==> config.mk <==
export PLATFORM = sky130hd
export DESIGN_NAME = frost32_ldst_unit
export DESIGN_NICKNAME = d
export VERILOG_FILES = /design/src/rtl/frost32_ldst_unit_pkg.sv /design/src/rtl/frost32_ldst_lane_align.sv /design/src/rtl/frost32_ldst_unit.sv
export SDC_FILE = /design/constraint.sdc
export NUM_CORES = 1
export LEC_CHECK = 0
export ABC_AREA = 0
export CORE_AREA = 4 4 131 121
export CTS_CLUSTER_DIAMETER = 150
export DETAILED_ROUTE_END_ITERATION = 10
export DIE_AREA = 0 0 135 125
export PLACE_DENSITY = 0.76
export SYNTH_ARGS = -nofsm -noshare
export SYNTH_HDL_FRONTEND = slang
export SYNTH_HIERARCHICAL = 1
export SYNTH_SLANG_ARGS = --single-unit
export TNS_END_PERCENT = 30
==> constraint.sdc <==
create_clock -name clk -period 2.7 [get_ports clk]
set_input_delay 0.54 -clock clk [delete_from_list [all_inputs] [get_ports clk]]
set_output_delay 0.54 -clock clk [all_outputs]
set_load 0.03 [all_outputs]
==> src/rtl/frost32_ldst_unit_pkg.sv <==
// Shared types and decode helpers for the Frost32 load/store unit.
// Optional misalignment trap: FROST32_LDST_MISALIGN_CHECK_EN (uses is_misaligned below).
package frost32_ldst_unit_pkg;

    typedef enum logic [2:0] {
        LDST_LD32  = 3'd0,
        LDST_LDU16 = 3'd1,
        LDST_LDS16 = 3'd2,
        LDST_LDU8  = 3'd3,
        LDST_LDS8  = 3'd4,
        LDST_ST32  = 3'd5,
        LDST_ST16  = 3'd6,
        LDST_ST8   = 3'd7
    } ldst_type_e;

    typedef enum logic [1:0] {
        LDST_IDLE = 2'd0,
        LDST_REQ  = 2'd1,
        LDST_RESP = 2'd2
    } ldst_state_e;

    typedef enum logic [1:0] {
        SIZE_8  = 2'd0,
        SIZE_16 = 2'd1,
        SIZE_32 = 2'd2
    } ldst_size_e;

    typedef struct packed {
        ldst_type_e  ldst_type;
        logic [31:0] addr;
        logic [31:0] st_data;
        logic [3:0]  rd_index;
    } port_in_ldst_unit_s;

    typedef struct packed {
        logic        ld_valid;
        logic [31:0] ld_data;
        logic [3:0]  rd_index;
        logic        misalign;
    } port_out_ldst_unit_s;

    function automatic logic is_load(input ldst_type_e t);
        return (t < LDST_ST32);
    endfunction

    function automatic ldst_size_e ldst_size(input ldst_type_e t);
        ldst_size_e size;
        case (t)
            LDST_LD32, LDST_ST32:              size = SIZE_32;
            LDST_LDU16, LDST_LDS16, LDST_ST16: size = SIZE_16;
            LDST_LDU8, LDST_LDS8, LDST_ST8:    size = SIZE_8;
            default:                           size = SIZE_8;
        endcase
        return size;
    endfunction

    function automatic logic ldst_sign_ext(input ldst_type_e t);
        return (t == LDST_LDS16) || (t == LDST_LDS8);
    endfunction

    function automatic logic is_misaligned(input ldst_type_e t, input logic [1:0] addr_lo);
        logic mis;
        case (ldst_size(t))
            SIZE_32: mis = (addr_lo != 2'b00);
            SIZE_16: mis = addr_lo[0];
            default: mis = 1'b0;
        endcase
        return mis;
    endfunction

endpackage

==> src/rtl/frost32_ldst_lane_align.sv <==
// Combinational lane steering: byte enables, store replication and load
// extract/extend for one 32-bit little-endian word.
module frost32_ldst_lane_align
    import frost32_ldst_unit_pkg::*;
(
    input  logic [2:0]  ldst_type,
    input  logic [1:0]  addr_lo,
    input  logic [31:0] st_data,
    input  logic [31:0] rdata,
    output logic [3:0]  byte_en,
    output logic [31:0] wdata,
    output logic [31:0] ld_data
);

    ldst_type_e type_s;
    ldst_size_e size_s;
    logic       sext_s;
    logic [15:0] half_s;
    logic [7:0]  byte_s;

    assign type_s = ldst_type_e'(ldst_type);
    assign size_s = ldst_size(type_s);
    assign sext_s = ldst_sign_ext(type_s);

    // Pick the addressed half and byte out of the read word.
    always_comb begin
        half_s = 16'h0000;
        byte_s = 8'h00;
        if (addr_lo[1]) begin
            half_s = rdata[31:16];
        end else begin
            half_s = rdata[15:0];
        end
        case (addr_lo)
            2'd0:    byte_s = rdata[7:0];
            2'd1:    byte_s = rdata[15:8];
            2'd2:    byte_s = rdata[23:16];
            2'd3:    byte_s = rdata[31:24];
            default: byte_s = 8'h00;
        endcase
    end

    // Size-dependent lane enables, write replication and load extension.
    always_comb begin
        byte_en = 4'b0000;
        wdata   = 32'h0000_0000;
        ld_data = 32'h0000_0000;
        case (size_s)
            SIZE_32: begin
                byte_en = 4'b1111;
                wdata   = st_data;
                ld_data = rdata;
            end
            SIZE_16: begin
                byte_en = addr_lo[1] ? 4'b1100 : 4'b0011;
                wdata   = {2{st_data[15:0]}};
                ld_data = {{16{sext_s & half_s[15]}}, half_s};
            end
            SIZE_8: begin
                byte_en = 4'b0001 << addr_lo;
                wdata   = {4{st_data[7:0]}};
                ld_data = {{24{sext_s & byte_s[7]}}, byte_s};
            end
            default: begin
                byte_en = 4'b0000;
                wdata   = 32'h0000_0000;
                ld_data = 32'h0000_0000;
            end
        endcase
    end

endmodule

==> src/rtl/frost32_ldst_unit.sv <==
// Frost32 load/store unit: one single-beat word access at a time, stalls the pipe meanwhile.
// Define FROST32_LDST_MISALIGN_CHECK_EN to trap misaligned 16/32-bit accesses instead of aligning them.
module frost32_ldst_unit
    import frost32_ldst_unit_pkg::*;
#(
    parameter int MEM_ADDR_WIDTH = 30
) (
    input  logic                      clk,
    input  logic                      reset_n,
    input  logic                      in_valid,
    output logic                      in_ready,
    input  logic [2:0]                in_ldst_type,
    input  logic [31:0]               in_addr,
    input  logic [31:0]               in_st_data,
    input  logic [3:0]                in_rd_index,
    output logic                      mem_req,
    output logic [MEM_ADDR_WIDTH-1:0] mem_addr,
    output logic                      mem_we,
    output logic [3:0]                mem_byte_en,
    output logic [31:0]               mem_wdata,
    input  logic [31:0]               mem_rdata,
    input  logic                      mem_ack,
    output logic                      out_ld_valid,
    output logic [31:0]               out_ld_data,
    output logic [3:0]                out_rd_index,
    output logic                      out_stall,
    output logic                      out_misalign
);

    port_in_ldst_unit_s  in_op_s;
    port_out_ldst_unit_s out_r;
    ldst_state_e         state_r;
    ldst_state_e         state_next_s;

    logic        accept_s;
    logic        mis_s;
    logic        ack_s;
    logic [2:0]  type_r;
    logic [1:0]  addr_lo_r;
    logic        is_load_r;
    logic [2:0]  align_type_s;
    logic [1:0]  align_lo_s;
    logic [3:0]  be_s;
    logic [31:0] wdata_s;
    logic [31:0] ld_data_s;

    logic                      mem_req_r;
    logic                      mem_we_r;
    logic [MEM_ADDR_WIDTH-1:0] mem_addr_r;
    logic [3:0]                mem_byte_en_r;
    logic [31:0]               mem_wdata_r;

    assign in_op_s = {ldst_type_e'(in_ldst_type), in_addr, in_st_data, in_rd_index};

`ifdef FROST32_LDST_MISALIGN_CHECK_EN
    assign mis_s = is_misaligned(in_op_s.ldst_type, in_op_s.addr[1:0]);
`else
    assign mis_s = 1'b0;
`endif

    assign ack_s     = (state_r == LDST_REQ) && mem_ack;
    assign in_ready  = (state_r == LDST_IDLE);
    assign out_stall = (state_r != LDST_IDLE) || (in_valid && (state_r == LDST_IDLE));

    // While idle the aligner steers the incoming op; afterwards the latched one.
    assign align_type_s = in_ready ? in_ldst_type : type_r;
    assign align_lo_s   = in_ready ? in_addr[1:0] : addr_lo_r;

    frost32_ldst_lane_align u_lane_align (
        .ldst_type (align_type_s),
        .addr_lo   (align_lo_s),
        .st_data   (in_op_s.st_data),
        .rdata     (mem_rdata),
        .byte_en   (be_s),
        .wdata     (wdata_s),
        .ld_data   (ld_data_s)
    );

    // Next-state decode; a misaligned op skips the memory and reports in RESP.
    always_comb begin
        state_next_s = state_r;
        accept_s     = 1'b0;
        case (state_r)
            LDST_IDLE: begin
                if (in_valid) begin
                    accept_s     = 1'b1;
                    state_next_s = mis_s ? LDST_RESP : LDST_REQ;
                end else begin
                    state_next_s = LDST_IDLE;
                end
            end
            LDST_REQ: begin
                if (mem_ack) begin
                    state_next_s = is_load_r ? LDST_RESP : LDST_IDLE;
                end else begin
                    state_next_s = LDST_REQ;
                end
            end
            LDST_RESP: state_next_s = LDST_IDLE;
            default:   state_next_s = LDST_IDLE;
        endcase
    end

    // State, latched operation and all registered outputs.
    always_ff @(posedge clk or negedge reset_n) begin
        if (!reset_n) begin
            state_r       <= LDST_IDLE;
            type_r        <= 3'd0;
            addr_lo_r     <= 2'd0;
            is_load_r     <= 1'b0;
            mem_req_r     <= 1'b0;
            mem_we_r      <= 1'b0;
            mem_addr_r    <= '0;
            mem_byte_en_r <= 4'b0000;
            mem_wdata_r   <= 32'h0000_0000;
            out_r         <= '0;
        end else begin
            state_r         <= state_next_s;
            mem_req_r       <= (state_next_s == LDST_REQ);
            out_r.ld_valid  <= ack_s && is_load_r;
            out_r.misalign  <= accept_s && mis_s;
            if (accept_s) begin
                type_r         <= in_ldst_type;
                addr_lo_r      <= in_addr[1:0];
                is_load_r      <= is_load(in_op_s.ldst_type);
                mem_we_r       <= !is_load(in_op_s.ldst_type) && !mis_s;
                mem_addr_r     <= in_op_s.addr[MEM_ADDR_WIDTH+1:2];
                mem_byte_en_r  <= be_s;
                mem_wdata_r    <= wdata_s;
                out_r.rd_index <= in_op_s.rd_index;
            end else if (state_next_s != LDST_REQ) begin
                mem_we_r <= 1'b0;
            end
            if (ack_s && is_load_r) begin
                out_r.ld_data <= ld_data_s;
            end
        end
    end

    assign mem_req      = mem_req_r;
    assign mem_we       = mem_we_r;
    assign mem_addr     = mem_addr_r;
    assign mem_byte_en  = mem_byte_en_r;
    assign mem_wdata    = mem_wdata_r;
    assign out_ld_valid = out_r.ld_valid;
    assign out_ld_data  = out_r.ld_data;
    assign out_rd_index = out_r.rd_index;
    assign out_misalign = out_r.misalign;

endmodule

==> flow_summary_export.csv, run 1 <==
group,metric,value,unit
yosys,synth_ff_type,"dfrtp_1",
clock_network,cts_max_level,4,
detailed_routing,drt-vias-per-instance,4.99,
die,io_pins,215,
yosys,synthCells,430,
timing,period_share,0.929,
cells_and_area,utilization,0.606,
place,place_inst,843,
global_routing,grt_max_degree,53,
detailed_routing,drt_iter0_markers,244,
timing,min_period,2.51,ns
power_and_ir_drop,static-leakage-power,3.79,nW
timing,rsz0062_at_grt,"no",
power_and_ir_drop,power_density,1440,nW/um2
clock_network,clock_latency,0.41,ns
detailed_routing,num_vias,4368,
clock_network,ctsLongestPathBuffers,2,
detailed_routing,wl_per_cell,18.1,um
detailed_routing,wl_met2,7.62,mm
power_and_ir_drop,ir_drop,690,uV
die,start_util,0.395,
timing,worst_slew_pin_slew,0.634,ns
critical_path,timing.rr.end,"out_ld_data[7]$_DFFE_PN0P_",
timing,finalSetupViolations,0,
clock_network,ctsRootBufferMaster,"clkbuf_16",
global_routing,grt_usage,0.187,
die,die_x,135,um
yosys,ys_seq_elements,113,
die,core,14500,um2
place,dp_hpwl,11.8,mm
global_routing,grt_pass1_vias,4784,
cells_and_area,final_nets,774,
cells_and_area,n_antenna_cell,0,
timing,max_freq,399,MHz
detailed_routing,routed_wl,15.8,mm
timing,final_hold_viol_count,0,
min_path,hold_class,"input pin to asynchronous set/reset pin",
yosys,syn_area,5710,um2
critical_path,arrival,2.85,ns
die,dieArea,16900,um2
global_routing,grt_remaining_overflow,0,
detailed_routing,ant_nets,0,
yosys,synthesis.nets,540,
yosys,postSynth.asyncResetShare,1.00,
clock_network,postCtsSetupRepairBufs,0,
clock_network,clock-sinks,113,
critical_path,cp_max_fo,10,
clock_network,cts_resized,0,
run_status,status,"finished clean",
place,portBuffers,213,
critical_path,r2r_start,"state_r[0]$_DFF_PN0_",
detailed_routing,drtPass1Iterations,5,
yosys,synth-edff-count,0,
clock_network,clkTransAtPathRegs,0.05,ns
cells_and_area,n_fill_cell,1150,
die,die_h,125,um
global_routing,antenna_found_initial,0,
timing,skew,0.00736,ns
cells_and_area,areaGrowthSynthToFinish,53.3,%
detailed_routing,routed.top_layer,"met4",
detailed_routing,wl_met1,6.66,mm
critical_path,endpoint_kind,"flop",
place,gp_congestion,0.869,
critical_path,critical_path.startpoint_type,"flop",
die,num_rows,42,
detailed_routing,wl_met3,1.40,mm
critical_path,ff2ff_path_depth,10,
yosys,synth_warnings,6,
yosys,synth.avg_cell_area,13.3,um2
critical_path,worstSetupStartpoint,"state_r[0]$_DFF_PN0_",
critical_path,crit_type,"flop to flop",
critical_path,crit_end,"out_ld_data[7]$_DFFE_PN0P_",
yosys,synth.distinct_cells,47,
clock_network,cts_hold_buf,0,
timing,max_slew_margin,0.577,
critical_path,r2r_slack,0.19,ns
clock_network,cts_tree,"done",
clock_network,cts_buffers,17,
yosys,ys_seq_area_frac,0.495,
global_routing,grt_pass1_wl,25.1,mm
cells_and_area,layout-drive-gt1-share,0.281,
critical_path,required,3.04,ns
cells_and_area,fin_cells,875,
flow_run,drv_cap,0,
detailed_routing,route.detailed.drc,0,
timing,finalMaxSlewViolations,0,
## report_power, final
part / switching, mW / internal, mW
Clock: 0.725 / 1.38
Sequential: 0.446 / 2.52
Combinational: 3.87 / 3.67
## cell usage in the layout (no fill, tap or decap), types with 5 or more instances in the layout
cell	netlist	layout
clkdlybuf4s50_1	0	212
dfrtp_1	113	113
mux2_2	74	71
mux2_4	36	39
nand2_1	35	34
buf_4	5	27
a21oi_1	19	19
clkbuf_16	0	17
mux2i_1	17	17
a22o_1	16	16
inv_1	12	10
nor2b_1	9	9
a221o_1	9	9
o21ai_1	8	8
o221ai_1	7	7
mux2_1	6	6
clkbuf_8	0	5
clkbuf_1	3	5
## synth_stat cells, types with 2 or more instances
cell      number  area (um2)
nor2b_1        9        56.3
mux2_2        74         833
ha_1           3        37.5
buf_2         13        65.1
dfrtp_1      113        2830
a221o_1        9        90.1
o221ai_1       7        61.3
buf_4          5        37.5
a21oi_1       19        95.1
inv_1         12        45.0
nor2_1         2        7.51
buf_12         4        80.1
mux2_1         6        67.6
o21ai_0        2        10.0
a22o_1        16         140
buf_6          3        33.8
mux2_4        36         541
nand2b_1       4        25.0
or2_1          3        18.8
mux2i_1       17         170
o21ai_1        8        40.0
a21oi_2        3        26.3
nand2_1       35         131
or3b_1         2        17.5
clkbuf_1       3        11.3
## cell type report
class	count	area, um2	share of cell area
clock inverter	5	50.0	0.00572
timing repair buffer	243	2400	0.275
clock buffer	27	513	0.0586
multi-input combinational	276	2660	0.304
tap	198	248	0.0283
inverter	13	51.3	0.00586
sequential	113	2830	0.323
## metrics by stage
| step | TNS (ns) | hold slack [ns] | total power [mW] | worst slack, ns | cell area [um2] |
|---|---|---|---|---|---|
| global placement | -4.49 | 0.469 | 10.4 | -0.125 | 8190 |
| finish | 0 | 0.0809 | 12.6 | 0.191 | 8750 |
| detailed placement | -6.45 | 0.483 | 10.5 | -0.179 | 8190 |
| floorplan | 0 | 0.244 | 7.86 | 0.00340 | 5780 |
| CTS | 0 | 0.0923 | 12.7 | 0.187 | 8750 |
| global route | 0 | 0.0945 | 13.3 | 0.0623 | 8750 |
## routing by layer
| layer | global-route usage | vias to the layer above |
|---|---|---|
| met4 | 0.0474 | 0 |
| met3 | 0.0815 | 17 |
| met5 | 0 | - |
| met2 | 0.302 | 175 |
| met1 | 0.230 | 2157 |
| li1 | - | 2019 |
## cell families after synthesis
logic type,count (synthesis),synth area share
other,1,0.000657
DFF,113,0.495
adders and majority gates,3,0.00658
AOI/OAI and AO/OA,71,0.0977
muxes,134,0.286
and+or+nand+nor,67,0.0651
buffers and inverters,41,0.0484
## worst max-delay path, cell delays in order (launching register included)
cell and delay (ns):
dfrtp_1 0.40, nor2_4 0.16, mux2_4 0.35, inv_4 0.07, buf_4 0.11, ha_4 0.15, or3b_1 0.34, nand3_1 0.13
and2_1 0.38, a221o_1 0.22, mux2_2 0.14
## flip-flops by register name, summed over array words and instances (netlist names)
signal	cells
addr_lo_r	2
is_load_r	1
mem_addr	30
mem_byte_en	4
mem_req	1
mem_wdata	32
mem_we	1
out_ld_data	32
out_ld_valid	1
out_rd_index	4
state_r	2
type_r	3
## how the worst min path moves through the flow
stage | from | end | slack [ns] | depth (start not counted)
floorplan | reset_n | addr_lo_r[0]$_DFFE_PN0P_ | 0.24 | 0
global placement | mem_wdata[13]$_DFFE_PN0P_ | mem_wdata[13]$_DFFE_PN0P_ | 0.47 | 1
detailed placement | mem_wdata[13]$_DFFE_PN0P_ | mem_wdata[13]$_DFFE_PN0P_ | 0.48 | 1
CTS | reset_n | mem_addr[12]$_DFFE_PN0P_ | 0.09 | 1
global route | reset_n | mem_addr[12]$_DFFE_PN0P_ | 0.09 | 1
finish | reset_n | mem_addr[12]$_DFFE_PN0P_ | 0.08 | 1
No activity file was read; power rests on OpenSTA's default activity.
==> run 2, diff against run 1 <==
- CAP_MARGIN: not set -> 5
==> results of run 2 <==
No change in the layout: final DEF, timing and power equal those of run 1.
==> patch 1: new RTL, settings of run 1 <==
The 3 states of `ldst_state_e` get a one-hot encoding in 3 bits.
--- a/src/rtl/frost32_ldst_unit_pkg.sv
+++ b/src/rtl/frost32_ldst_unit_pkg.sv
@@ -13,10 +13,10 @@
         LDST_ST8   = 3'd7
     } ldst_type_e;
 
-    typedef enum logic [1:0] {
-        LDST_IDLE = 2'd0,
-        LDST_REQ  = 2'd1,
-        LDST_RESP = 2'd2
+    typedef enum logic [2:0] {
+        LDST_IDLE = 3'b001,
+        LDST_REQ  = 3'b010,
+        LDST_RESP = 3'b100
     } ldst_state_e;
 
     typedef enum logic [1:0] {
Behaviour: same outputs for any inputs over 4 cycles, from zero or initial values and one cycle with reset_n low; so few cycles prove little.
==> patch 1 against run 1 <==
Non-clock buffer count grew 6. Final area grew 2.8%. Critical path depth shrank 1. Setup slack lost 0.21 ns. Global-route usage grew 0.26 points. Count of clock-buffer cells in the layout shrank 1. The flow now finishes with violations (setup timing). Synthesized area is essentially flat. Die area is the same. Sequential cell count grew 1. Largest cell class unchanged. Via count grew 1.1%. Clock power grew 3%. Total power grew 11%. Wire length grew 2.8%.
==> patch 1: results (changes against run 1) <==
maximum buffer depth of the clock tree=2 (unchanged); 1st-iter DRT viols=172 (-30%); status=finished with violations; initial antenna violation count=0 (unchanged); H-tree lvl count=4 (unchanged); r2r endpoint=mem_wdata[14]$_DFFE_PN0P_; routability congestion estimate=0.805 (-7.4%); worst setup slack after layout=-0.0152 ns (-0.206 ns); leading cell types by count after synthesis=dfrtp_1, mux2_2, nand2_1; share of synthesized cell area in full adder, half adder and majority cells=0.657% (about the same); violated checks=setup timing; Place WS=-0.228 ns (-0.0490 ns); top cell family by delay on the critical path=simple AND/OR/NAND/NOR gates; Final HPWL DP=11.9 mm (+0.50%); global-route wire length before repair=25.2 mm (+0.14%); xor and xnor fraction of the mapped netlist area=0% (unchanged); post-synthesis area per instance=13.2 sq um (-0.67%); DRT Pass-1 Iters=4 (-1); final antenna diode count=0 (unchanged); layout cells sized above 1=31.2% (+3.1 points); data arrival time of the critical path=3.01 ns (+0.16 ns); Setup Skew=0.00575 ns (-0.00161 ns); length in cells of the worst reg-to-reg path=9 (-1); Yosys cell types=48 (+2.1%); IR drop worst, VDD=0.843 mV (+22%); P_leak=3.90 nW (+2.8%); startpoint types=register; Finished Layout Cells=887 (+1.4%); detailed-route via count=4414 (+1.1%); clock latency of the later-clocked register in the worst-skew pair=0.40 ns; layout filler cell count=1116 (-3.0%); origin of the critical flop-to-flop path=state_r[0]$_DFF_PN1_; leading cell types by total area after synthesis=dfrtp_1, mux2_2, mux2_4; vias in the first global route=4681 (-2.2%); Setup Viol. Count Final=5 (+5); minimum hold slack=0.108 ns (+0.0270 ns); Worst Tran Pin Value=0.657 ns (+0.0228 ns); cell with the largest stage delay on the worst path=dfstp_2; mux share of post-synthesis cell area=27.9% (-0.73 points); Async S/R FF share, synth=100% (unchanged); number of buffers created by CTS=17 (unchanged); Buffers on Ports=213 (unchanged); complex-gate fraction of the synthesized area=10.2% (+0.41 points); cell at the root of the clock tree=clkbuf_16; clk slew on worst S/H paths=0.05 ns (about the same); hold crit path type=in2async; DRC violations left=0 (unchanged); longest individual stage delay on the worst path=0.52 ns (+0.12 ns); final net count=786 (+1.6%); sequential cell area fraction in the yosys report=50.0% (+0.45 points); Yosys warning total=6 (unchanged); overall routing resource usage=18.9% (+0.26 points); Placed Cells=848 (+0.59%); worst setup path endpoint=mem_wdata[14]$_DFFE_PN0P_; syn nets=543 (+0.56%); aggregate routed wire length=16.3 mm (+2.8%); crit-path max FO=8 (-2); pin count of the biggest net entering global routing=77 (+45%)
[patch 1: final cells by class]
type                    instances  area, sq um  share of cell area, %
flip-flops and latches        114         2850                   31.7
multi-input cells             280         2780                   30.9
repair buffers                249         2470                   27.5
clock buffers                  26          499                   5.55
well taps                     198          248                   2.75
clock inverters                 6         80.1                  0.890
inverters                      14         57.6                  0.640
[patch 1: metrics by stage]
stage,power [W],setup TNS [ns],cell area [sq um]
floorplan,0.00849,-9.86,5810
global placement,0.0112,-6.42,8230
detailed placement,0.0114,-8.76,8230
CTS,0.0137,-0.0301,8840
global route,0.0147,-2.25,9000
finish,0.0140,-0.0334,9000
[patch 1: where the power goes]
part | internal [W] | switching [W]
Sequential | 0.00255 | 0.000462
Clock | 0.00145 | 0.000725
Combinational | 0.00431 | 0.00447
[patch 1: metal layers]
| layer | part of all wire [%] | wire [um] | GRT usage, % | vias to the layer above |
|---|---|---|---|---|
| met5 | 0 | 0 | 0 | - |
| met4 | 1.4 | 233 | 6.05 | 0 |
| met3 | 7.5 | 1230 | 6.59 | 16 |
| met2 | 49 | 8020 | 31.2 | 156 |
| met1 | 42 | 6780 | 23.3 | 2189 |
| li1 | - | - | - | 2053 |
[patch 1: worst reg2reg max path, delay by kind of cell (launching register included)]
| family | cells | cell delay (ns) |
|---|---|---|
| AND/OR/NAND/NOR | 4 | 0.95 |
| buffers and inverters | 1 | 0.08 |
| AO/OA/AOI/OAI | 1 | 0.20 |
| flip-flops | 1 | 0.52 |
| multiplexers | 2 | 0.63 |
| adder cells (fa/ha/maj) | 1 | 0.22 |
[patch 1: timing repair]
item | CTS | global route
setup buffers | 2 | 3
pin swaps | 1 | 4
resized for setup | 7 | 23
gates cloned | 0 | 2
endpoints found under the setup margin | 43 | 52
==> patch 2: new RTL, flow settings as in run 1 <==
Without the edit above. The option `FROST32_LDST_MISALIGN_CHECK_EN` is turned on by a define.
--- a/src/rtl/frost32_ldst_unit.sv
+++ b/src/rtl/frost32_ldst_unit.sv
@@ -1,5 +1,7 @@
 // Frost32 load/store unit: one single-beat word access at a time, stalls the pipe meanwhile.
 // Define FROST32_LDST_MISALIGN_CHECK_EN to trap misaligned 16/32-bit accesses instead of aligning them.
+`define FROST32_LDST_MISALIGN_CHECK_EN
+
 module frost32_ldst_unit
     import frost32_ldst_unit_pkg::*;
 #(
Function: changed (a bounded check fails within 4 cycles, from zero or initial values and one cycle with reset_n low).
==> patch 2 against run 1 <==
Setup slack got worse by 0.047 ns. Wire length grew 3.8%. Combinational power grew 3.3%. Final area is 1.2% higher. Hold slack better by 0.40 ns. Total power increased by 4.2%. Sequential share of layout area is 0.11 points lower. Synthesized area shrank 1.2%. Sequential cell count grew 1. Synthesized cell count rose by 2.8%. Final cell count is 2.5% higher. Critical path type unchanged. Largest cell class unchanged.
==> patch 2: results (changes against run 1) <==
top cell family by delay on the critical path=multiplexers; final net count=802 (+3.6%); detailed-route via count=4589 (+5.1%); via count normalized by instance count=5.12 (+2.5%); number of combinational gates with multiple inputs=286 (+3.6%); Buffers on Ports=214 (+0.47%); syn nets=557 (+3.1%); P_sw=0.00533 W (+5.6%); Non-Filler Cell Area, Final=8860 sq um (+1.2%); routability congestion estimate=0.811 (-6.7%); status=finished, final reports clean; Placed Cells=865 (+2.6%); aggregate routed wire length=16.4 mm (+3.8%); clock distribution area overhead in the final layout=7.17% (+0.74 points); leading cell types by count after synthesis=dfrtp_1, mux2_2, nand2_1; count of flip-flops and latches=114 (+0.88%); overall routing resource usage=19.7% (+1.0 points); global-route wire length before repair=26.3 mm (+4.7%); FF+latch area=2850 sq um (+0.89%); vias in the first global route=5064 (+5.9%); data arrival time of the critical path=2.85 ns (about the same); worst slew margin relative to its limit=66.6% (+9.0 points); leading cell types by total area after synthesis=dfrtp_1, mux2_2, mux2_1; Non-clock buffers, area share=27.8% (+0.34 points); sequential cell area fraction in the yosys report=50.6% (+1.0 points); pin count of the biggest net entering global routing=80 (+51%); clock latency of the later-clocked register in the worst-skew pair=0.41 ns (about the same); Place WS=-0.315 ns (-0.136 ns); clkbuf count=21 (-22%); complex-gate fraction of the synthesized area=10.4% (+0.67 points); Total Die Area=16900 sq um (unchanged); 1st-iter DRT viols=182 (-25%); Final HPWL DP=12.1 mm (+2.1%); Setup Skew=0.0103 ns (+0.00297 ns); P_leak=3.82 nW (+0.77%); mux share of post-synthesis cell area=26.7% (-1.9 points); crit-path max FO=12 (+2); layout filler cell count=1103 (-4.1%); hold crit path type=reg2reg; layout cells sized above 1=24.7% (-3.3 points); H-tree lvl count=4 (unchanged); placed cell area=8200 sq um (+0.11%); fraction of standard cell area in multi-input logic=29.4% (-1.0 points); post-synthesis area per instance=12.8 sq um (-3.9%); share of synthesized cell area in full adder, half adder and majority cells=1.77% (+1.1 points); IR drop worst, VDD=0.809 mV (+17%); non-clock inverter count in the final layout=16 (+3); length in cells of the worst reg-to-reg path=9 (-1); Yosys warning total=6 (unchanged); number of buffers outside the clock class in the layout=252 (+3.7%)
patch 2: changes by cell type after synthesis, sizes merged, moves of 2 or more:
cell / change
buf: -2
ha: +5
inv: +3
nand2b: -2
o2bb2ai: +2
patch 2: what timing repair did:
action                     CTS  global route
setup buffers                0             0
gates resized for setup      0             6
hold endpoints to repair    10             0
setup endpoints to repair    0            20
hold buffers                 1             0
patch 2: routing by layer:
layer | track usage (%) | up-vias | share of wire (%)
li1 | - | 2085 | -
met1 | 22.2 | 2279 | 39
met2 | 33.5 | 204 | 49
met3 | 8.67 | 21 | 10
met4 | 6.46 | 0 | 1.8
met5 | 0 | - | 0
patch 2: power groups by stage:
| stage | Combinational, W | Clock, W | Sequential (W) |
|---|---|---|---|
| after floorplan | 0.00326 | 0 | 0.00446 |
| after global placement | 0.00754 | 0 | 0.00295 |
| after detailed placement | 0.00774 | 0 | 0.00301 |
| after CTS | 0.00779 | 0.00243 | 0.00299 |
| after global routing | 0.00828 | 0.00251 | 0.00308 |
| final | 0.00779 | 0.00237 | 0.00298 |
patch 2: worst paths after layout:
| check | start | end | slack, ns |
|---|---|---|---|
| setup / recovery | state_r[0]$_DFF_PN0_ | mem_wdata[28]$_DFFE_PN0P_ | 0.14 |
| hold / removal | mem_addr[23]$_DFFE_PN0P_ | mem_addr[23]$_DFFE_PN0P_ | 0.48 |
| setup reg to reg | state_r[0]$_DFF_PN0_ | mem_wdata[28]$_DFFE_PN0P_ | 0.14 |
| hold reg to reg | mem_addr[23]$_DFFE_PN0P_ | mem_addr[23]$_DFFE_PN0P_ | 0.48 |
| max in group asynchronous | reset_n | mem_addr[9]$_DFFE_PN0P_ | 1.44 |
| min in group asynchronous | reset_n | mem_addr[0]$_DFFE_PN0P_ | 0.52 |
